==> config.mk <==
export PLATFORM = sky130hd
export DESIGN_NAME = countdown_timer
export DESIGN_NICKNAME = d
export VERILOG_FILES = /design/src/rtl/countdown_timer.sv
export SDC_FILE = /design/constraint.sdc
export NUM_CORES = 1
export LEC_CHECK = 0
export ABC_CLOCK_PERIOD_IN_PS = 3800
export BUFFER_PORTS_ARGS = -buffer_cell sky130_fd_sc_hd__buf_4
export CORE_ASPECT_RATIO = 1.75
export CORE_MARGIN = 4
export CORE_UTILIZATION = 59
export DETAILED_ROUTE_END_ITERATION = 8
export GPL_ROUTABILITY_DRIVEN = 0
export PLACE_DENSITY = 0.92
export RECOVER_POWER = 50
export SLEW_MARGIN = 20
export SYNTH_ARGS = -nofsm -noshare
export SYNTH_HDL_FRONTEND = slang
export SYNTH_SLANG_ARGS = --single-unit
==> constraint.sdc <==
create_clock -name count_clock -period 3.8 [get_ports count_clock]
set_clock_uncertainty 0.05 [all_clocks]
set_input_delay 0.19 -clock count_clock [delete_from_list [all_inputs] [get_ports count_clock]]
set_output_delay 0.19 -clock count_clock [all_outputs]
set_load 0.01 [all_outputs]
==> src/rtl/countdown_timer.sv <==
// -----------------------------------------------------------------------------
// countdown_timer
//
// MM:SS countdown timer kept as four BCD digits. Each rising edge of
// count_clock is one tick (one second of countdown while running).
//
// Operating modes:
//   IDLE    - the preset is adjusted with adj/sel; start begins the countdown
//   RUN     - the value drops by one second per tick
//   PAUSED  - the value is held; pause resumes the countdown
//   EXPIRED - the value is 00:00 and alarm is high for ALARM_TICKS ticks;
//             start or clear acknowledges and returns to IDLE
//
// Input priority on every edge: clear > adj > start > pause.
// adj acts only in IDLE.
//
// Parameters:
//   ALARM_TICKS - number of ticks alarm stays high after expiry (1..255)
//
// Ports:
//   count_clock - rising-edge clock, one tick per edge
//   rst         - asynchronous active-high reset
//   start       - start from IDLE, or acknowledge expiry from EXPIRED
//   pause       - toggle between RUN and PAUSED
//   clear       - abort to IDLE with value 00:00
//   adj         - preset-adjust enable (IDLE only)
//   sel         - adjust target: 0 = seconds, 1 = minutes
//   min1..sec0  - BCD digits of the remaining time, MM:SS
//   state       - IDLE=0, RUN=1, PAUSED=2, EXPIRED=3
//   running     - state is RUN (registered)
//   expired     - state is EXPIRED (registered)
//   alarm       - alarm window after expiry (registered)
// -----------------------------------------------------------------------------
module countdown_timer #(
  parameter int unsigned ALARM_TICKS = 10
) (
  input  logic       count_clock,
  input  logic       rst,
  input  logic       start,
  input  logic       pause,
  input  logic       clear,
  input  logic       adj,
  input  logic       sel,
  output logic [3:0] min1,
  output logic [3:0] min0,
  output logic [3:0] sec1,
  output logic [3:0] sec0,
  output logic [1:0] state,
  output logic       running,
  output logic       expired,
  output logic       alarm
);

  typedef enum logic [1:0] {
    ST_IDLE    = 2'd0,
    ST_RUN     = 2'd1,
    ST_PAUSED  = 2'd2,
    ST_EXPIRED = 2'd3
  } state_e;

  // The expiry edge itself is the first alarm-high tick, so the counter
  // only has to cover the remaining ALARM_TICKS-1 ticks.
  localparam logic [7:0] ALARM_LOAD = 8'(ALARM_TICKS - 32'd1);

  // Time value packed as {min1, min0, sec1, sec0}.
  localparam logic [15:0] TIME_ZERO = 16'h0000;

  // Increment one BCD digit that wraps after top. Returns {carry, digit}.
  // A digit at or above top wraps to 0, so an illegal digit self-corrects.
  function automatic logic [4:0] digit_inc(input logic [3:0] d, input logic [3:0] top);
    logic [4:0] r;
    if (d >= top) begin
      r = {1'b1, 4'd0};
    end else begin
      r = {1'b0, d + 4'd1};
    end
    return r;
  endfunction

  // Decrement one BCD digit that reloads with top. Returns {borrow, digit}.
  function automatic logic [4:0] digit_dec(input logic [3:0] d, input logic [3:0] top);
    logic [4:0] r;
    if (d == 4'd0) begin
      r = {1'b1, top};
    end else begin
      r = {1'b0, d - 4'd1};
    end
    return r;
  endfunction

  // Seconds field +1, wrapping 59 -> 00 with no carry into minutes.
  function automatic logic [15:0] sec_inc(input logic [15:0] t);
    logic [4:0]  lo;
    logic [4:0]  hi;
    logic [15:0] r;
    lo = digit_inc(t[3:0], 4'd9);
    hi = digit_inc(t[7:4], 4'd5);
    r  = t;
    r[3:0] = lo[3:0];
    if (lo[4]) begin
      r[7:4] = hi[3:0];
    end else begin
      r[7:4] = t[7:4];
    end
    return r;
  endfunction

  // Minutes field +1, wrapping 99 -> 00; seconds unchanged.
  function automatic logic [15:0] min_inc(input logic [15:0] t);
    logic [4:0]  lo;
    logic [4:0]  hi;
    logic [15:0] r;
    lo = digit_inc(t[11:8], 4'd9);
    hi = digit_inc(t[15:12], 4'd9);
    r  = t;
    r[11:8] = lo[3:0];
    if (lo[4]) begin
      r[15:12] = hi[3:0];
    end else begin
      r[15:12] = t[15:12];
    end
    return r;
  endfunction

  // Whole value -1 second with the BCD borrow chain
  // sec0 -> sec1 -> min0 -> min1. Never called with 00:00 in normal use.
  function automatic logic [15:0] time_dec(input logic [15:0] t);
    logic [4:0]  d0;
    logic [4:0]  d1;
    logic [4:0]  d2;
    logic [4:0]  d3;
    logic [15:0] r;
    d0 = digit_dec(t[3:0],   4'd9);
    d1 = digit_dec(t[7:4],   4'd5);
    d2 = digit_dec(t[11:8],  4'd9);
    d3 = digit_dec(t[15:12], 4'd9);
    r  = t;
    r[3:0] = d0[3:0];
    if (d0[4]) begin
      r[7:4] = d1[3:0];
      if (d1[4]) begin
        r[11:8] = d2[3:0];
        if (d2[4]) begin
          r[15:12] = d3[3:0];
        end else begin
          r[15:12] = t[15:12];
        end
      end else begin
        r[11:8] = t[11:8];
      end
    end else begin
      r[7:4] = t[7:4];
    end
    return r;
  endfunction

  state_e      state_q,     state_d;
  logic [15:0] time_q,      time_d;
  logic [7:0]  alarm_cnt_q, alarm_cnt_d;
  logic        alarm_q,     alarm_d;
  logic        running_q,   running_d;
  logic        expired_q,   expired_d;
  logic [15:0] time_dec_s;

  assign time_dec_s = time_dec(time_q);

  // Next-state, next-value and alarm window logic.
  always_comb begin
    state_d     = state_q;
    time_d      = time_q;
    alarm_cnt_d = alarm_cnt_q;
    alarm_d     = alarm_q;

    case (state_q)
      ST_IDLE: begin
        alarm_d     = 1'b0;
        alarm_cnt_d = 8'd0;
        if (clear) begin
          time_d = TIME_ZERO;
        end else if (adj) begin
          if (sel) begin
            time_d = min_inc(time_q);
          end else begin
            time_d = sec_inc(time_q);
          end
        end else if (start) begin
          // Starting with nothing on the clock would expire immediately;
          // refuse it and stay idle.
          if (time_q != TIME_ZERO) begin
            state_d = ST_RUN;
          end else begin
            state_d = ST_IDLE;
          end
        end else begin
          state_d = ST_IDLE;
        end
      end

      ST_RUN: begin
        if (clear) begin
          state_d = ST_IDLE;
          time_d  = TIME_ZERO;
        end else if (pause) begin
          state_d = ST_PAUSED;
        end else if (time_q == TIME_ZERO) begin
          // Unreachable in normal use; expire instead of wrapping to 99:59.
          state_d     = ST_EXPIRED;
          alarm_d     = 1'b1;
          alarm_cnt_d = ALARM_LOAD;
        end else begin
          time_d = time_dec_s;
          // The edge that reaches 00:00 is also the first alarm tick.
          if (time_dec_s == TIME_ZERO) begin
            state_d     = ST_EXPIRED;
            alarm_d     = 1'b1;
            alarm_cnt_d = ALARM_LOAD;
          end else begin
            state_d = ST_RUN;
          end
        end
      end

      ST_PAUSED: begin
        if (clear) begin
          state_d = ST_IDLE;
          time_d  = TIME_ZERO;
        end else if (pause) begin
          state_d = ST_RUN;
        end else begin
          state_d = ST_PAUSED;
        end
      end

      ST_EXPIRED: begin
        time_d = TIME_ZERO;
        if (clear || start) begin
          state_d     = ST_IDLE;
          alarm_d     = 1'b0;
          alarm_cnt_d = 8'd0;
        end else if (alarm_cnt_q != 8'd0) begin
          alarm_d     = 1'b1;
          alarm_cnt_d = alarm_cnt_q - 8'd1;
        end else begin
          alarm_d     = 1'b0;
          alarm_cnt_d = 8'd0;
        end
      end

      default: begin
        state_d     = ST_IDLE;
        time_d      = TIME_ZERO;
        alarm_d     = 1'b0;
        alarm_cnt_d = 8'd0;
      end
    endcase

    // Status flags are registered copies of the next state so they
    // have no combinational path from any input.
    running_d = (state_d == ST_RUN);
    expired_d = (state_d == ST_EXPIRED);
  end

  // State, time value, alarm counter and status flags.
  always_ff @(posedge count_clock or posedge rst) begin
    if (rst) begin
      state_q     <= ST_IDLE;
      time_q      <= TIME_ZERO;
      alarm_cnt_q <= 8'd0;
      alarm_q     <= 1'b0;
      running_q   <= 1'b0;
      expired_q   <= 1'b0;
    end else begin
      state_q     <= state_d;
      time_q      <= time_d;
      alarm_cnt_q <= alarm_cnt_d;
      alarm_q     <= alarm_d;
      running_q   <= running_d;
      expired_q   <= expired_d;
    end
  end

  assign min1    = time_q[15:12];
  assign min0    = time_q[11:8];
  assign sec1    = time_q[7:4];
  assign sec0    = time_q[3:0];
  assign state   = state_q;
  assign running = running_q;
  assign expired = expired_q;
  assign alarm   = alarm_q;

endmodule

==> results.md <==
- Later-pin clock latency in the skew report: approximately 290 ps
- First-pass DRT Iterations: 5
- Post-synth top flop: dfrtp_1
- Fin area: roughly 2800 µm²
- #FFs+latches synth: 29
- Clk root buf: clkbuf_8
- Final #Nets: about 360
- GRT overflow: 0
- Final setup fails: 0
- Num Clock Sinks: 29
- Pre-CTS WS: around 500 ps
- Core area: around 4200 µm²
- Layout cells sized above 1: a little under an eighth
- Routed vias/inst: ~6.6
- CTS Hold Bufs: 1
- Post-layout min period: roughly 3400 ps
- CTS tree: built
- Ant diodes: 0
- Clock-pin transition on the worst setup and hold timing paths: 70 ps
- Initial core utilization: between 60% and 70%
- Worst EP required: 3920 ps
- Clk buf depth: 2
- CP endpoint kind: register
- Worst-margin pin slew: 1637 ps
- Syn Nets: between 300 and 400
- Failing checks: capacitance limit, slew limit
- Peak supply drop: 0.5734 mV
- P&R area growth vs syn: 10.46%
- I/O Pins: 28
- Power density over cell area: 671.8 nW/µm²
- Cells after synthesis: between 300 and 400
- WS Path Type: reg2reg
- WP buf/inv: 1
- First-pass GRT wire length: roughly 11 mm
- Final Max Tran Viols: 30
- Worst path slowest cell: or3b_1
- Rows: 31
- Final ANT Viol Nets: 0
- Slew HR: -9.145%
- Post-DP Area: 2745 µm²
- DR WL/cell: ~18 µm
- RSZ-0062 raised after global routing: false
- Post-cts sizing count: 0
- YS warnings: 0
- Status: finished, violations left
- Vias in the first global route: 2429
- Die width: 57.55 µm
- Fmax: about 290 MHz
- CP arrival: approximately 3500 ps
- Chip height: between 90 and 100 µm
- # Post-CTS Setup Buffers: 0
- Async set or reset register ratio after synthesis: 100.0%
- Setup Total Neg Slack: 0 ps
- TritonCTS Buffers: 5
- IO buf count: 27
- Final period utilization: approximately nine tenths
- Fillers: between 300 and 400
- Maximum level of the CTS H-tree: 2
- Netlist cell types: 57
- DRC viols: 0
- Post-synth EDFFs: 0
- Worst setup SP type: register
- Commonest non-fill, non-tap cell in the layout: o21ai_0
- Cell Count, Final, Fillers Out: ~380
- GRT Overall Usage: a little over a quarter
- Syn Area/Cell: a little over 8 µm²
- Count of final hold-check violations: 0
- Worst Setup Slack, final: 375.3 ps
- Die ar.: roughly 5500 µm²
- Initial antenna violation count: 0
- CP peak stage delay: ~540 ps
- DRT Wirelength: between 6 and 7 mm
- Maxcap violations: 1
- Seq/Total Area, Yosys: 28.63%
- Pleak: around 1.1 nW
- Placed cell count: around 380
- Hold Crit Class: in2reg
- Largest net degree at the start of global routing: 30
- Most frequent cells in the layout: o21ai_0 (34), dfrtp_1 (29), nor2_1 (26)
- Vias: ~2500
- Final core occ: 67.47%
- DRT iter0 DRCs: between 150 and 200
- Synth Cell Area: ~2500 µm²
- CP cell instances: inv_1 -> ha_1 -> or3b_1 -> o21ai_0 -> o311ai_1 -> nor4bb_1 -> and3_1 -> o31ai_4 -> mux2_4
- Maximum fanout along the worst path: 10
- CP top delay family: simple AND/OR/NAND/NOR gates
- Hpwl dp: 4.866 mm
-- layout make-up --
cell class                 count  area (µm²)  area share, %
tap                           49       61.31          2.189
sequential                    29       725.7          25.92
inverter                      20       75.07          2.681
timing repair buffer          32       201.4          7.194
clock buffer                   7       86.33          3.083
multi-input combinational    246        1650          58.94
-- cell families (layout without fill, tap and decap cells) --
| family | after synthesis | after routing | share of synthesized area, % |
|---|---|---|---|
| AND/OR/NAND/NOR | 117 | 117 | 25.91 |
| AO/OA/AOI/OAI | 108 | 108 | 28.93 |
| buffers and inverters | 33 | 59 | 6.268 |
| flip-flops | 29 | 29 | 28.63 |
| adder cells (fa/ha/maj) | 18 | 18 | 8.885 |
| multiplexers | 3 | 3 | 1.382 |
-- cell usage after synthesis (all sizes together), types with 3 or more instances --
| cell | n | area share (%) |
|---|---|---|
| o311ai | 4 | 1.4 |
| a21o | 3 | 0.89 |
| nor2 | 27 | 4.1 |
| o211ai | 6 | 1.8 |
| nor2b | 11 | 2.7 |
| nor3 | 9 | 2.2 |
| buf | 7 | 2.4 |
| o21ai | 34 | 6.7 |
| nand2b | 7 | 1.7 |
| inv | 20 | 3.0 |
| o31ai | 9 | 3.2 |
| or2 | 3 | 0.74 |
| dfrtp | 29 | 29 |
| ha | 18 | 8.9 |
| nand3 | 13 | 2.6 |
| o22ai | 3 | 0.74 |
| and2 | 3 | 0.74 |
| o2bb2ai | 3 | 1.0 |
| o32a | 4 | 1.6 |
| nor3b | 5 | 1.7 |
| a21oi | 20 | 3.9 |
| nand2 | 20 | 3.0 |
| clkbuf | 6 | 0.89 |
| or3b | 5 | 1.7 |
| a221oi | 3 | 1.0 |
-- flip-flops by register name (all words and copies together) (netlist names) --
| name | cells |
|---|---|
| time_q | 16 |
| alarm_cnt_q | 8 |
| state | 2 |
| alarm | 1 |
| expired | 1 |
| running | 1 |
-- report_power, final --
group | leakage, nW | switching [mW] | internal, mW
combinational | 0.710 | 0.718 | 0.420
clock | 0.0443 | 0.123 | 0.144
sequential | 0.395 | 0.110 | 0.366
total | 1.15 | 0.952 | 0.929
-- through the flow --
| stage | hold WS, ps | power (mW) |
|---|---|---|
| 4_1_cts | 198.0 | 1.892 |
| 3_5_place_dp | 253.3 | 1.610 |
| 2_1_floorplan | 218.1 | 1.324 |
| 3_3_place_gp | 247.3 | 1.559 |
| 5_1_grt | 217.4 | 2.029 |
| 6_report | 204.4 | 1.881 |
-- worst paths after layout --
check                                            from                    endpoint  slack, ps  cells past startpoint
max                             time_q[4]$_DFFE_PP0P_  alarm_cnt_q[1]$_DFFE_PP0P_        380                      9
min                                             clear          state[0]$_DFF_PP0_        200                      2
max reg2reg                     time_q[4]$_DFFE_PP0P_  alarm_cnt_q[1]$_DFFE_PP0P_        380                      9
min reg2reg                alarm_cnt_q[5]$_DFFE_PP0P_  alarm_cnt_q[5]$_DFFE_PP0P_        450                      1
max in group asynchronous                         rst  alarm_cnt_q[1]$_DFFE_PP0P_       1760                      4
min in group asynchronous                         rst       time_q[3]$_DFFE_PP0P_        980                      4
-- layer usage --
layer	vias to the layer above	global-route usage, %	wire length (µm)
li1	1200	-	-
met1	1187	29.21	2322
met2	106	46.98	3633
met3	32	4.788	397
met4	0	16.05	352
met5	-	0	0
No activity file was read; power rests on OpenSTA's default activity.
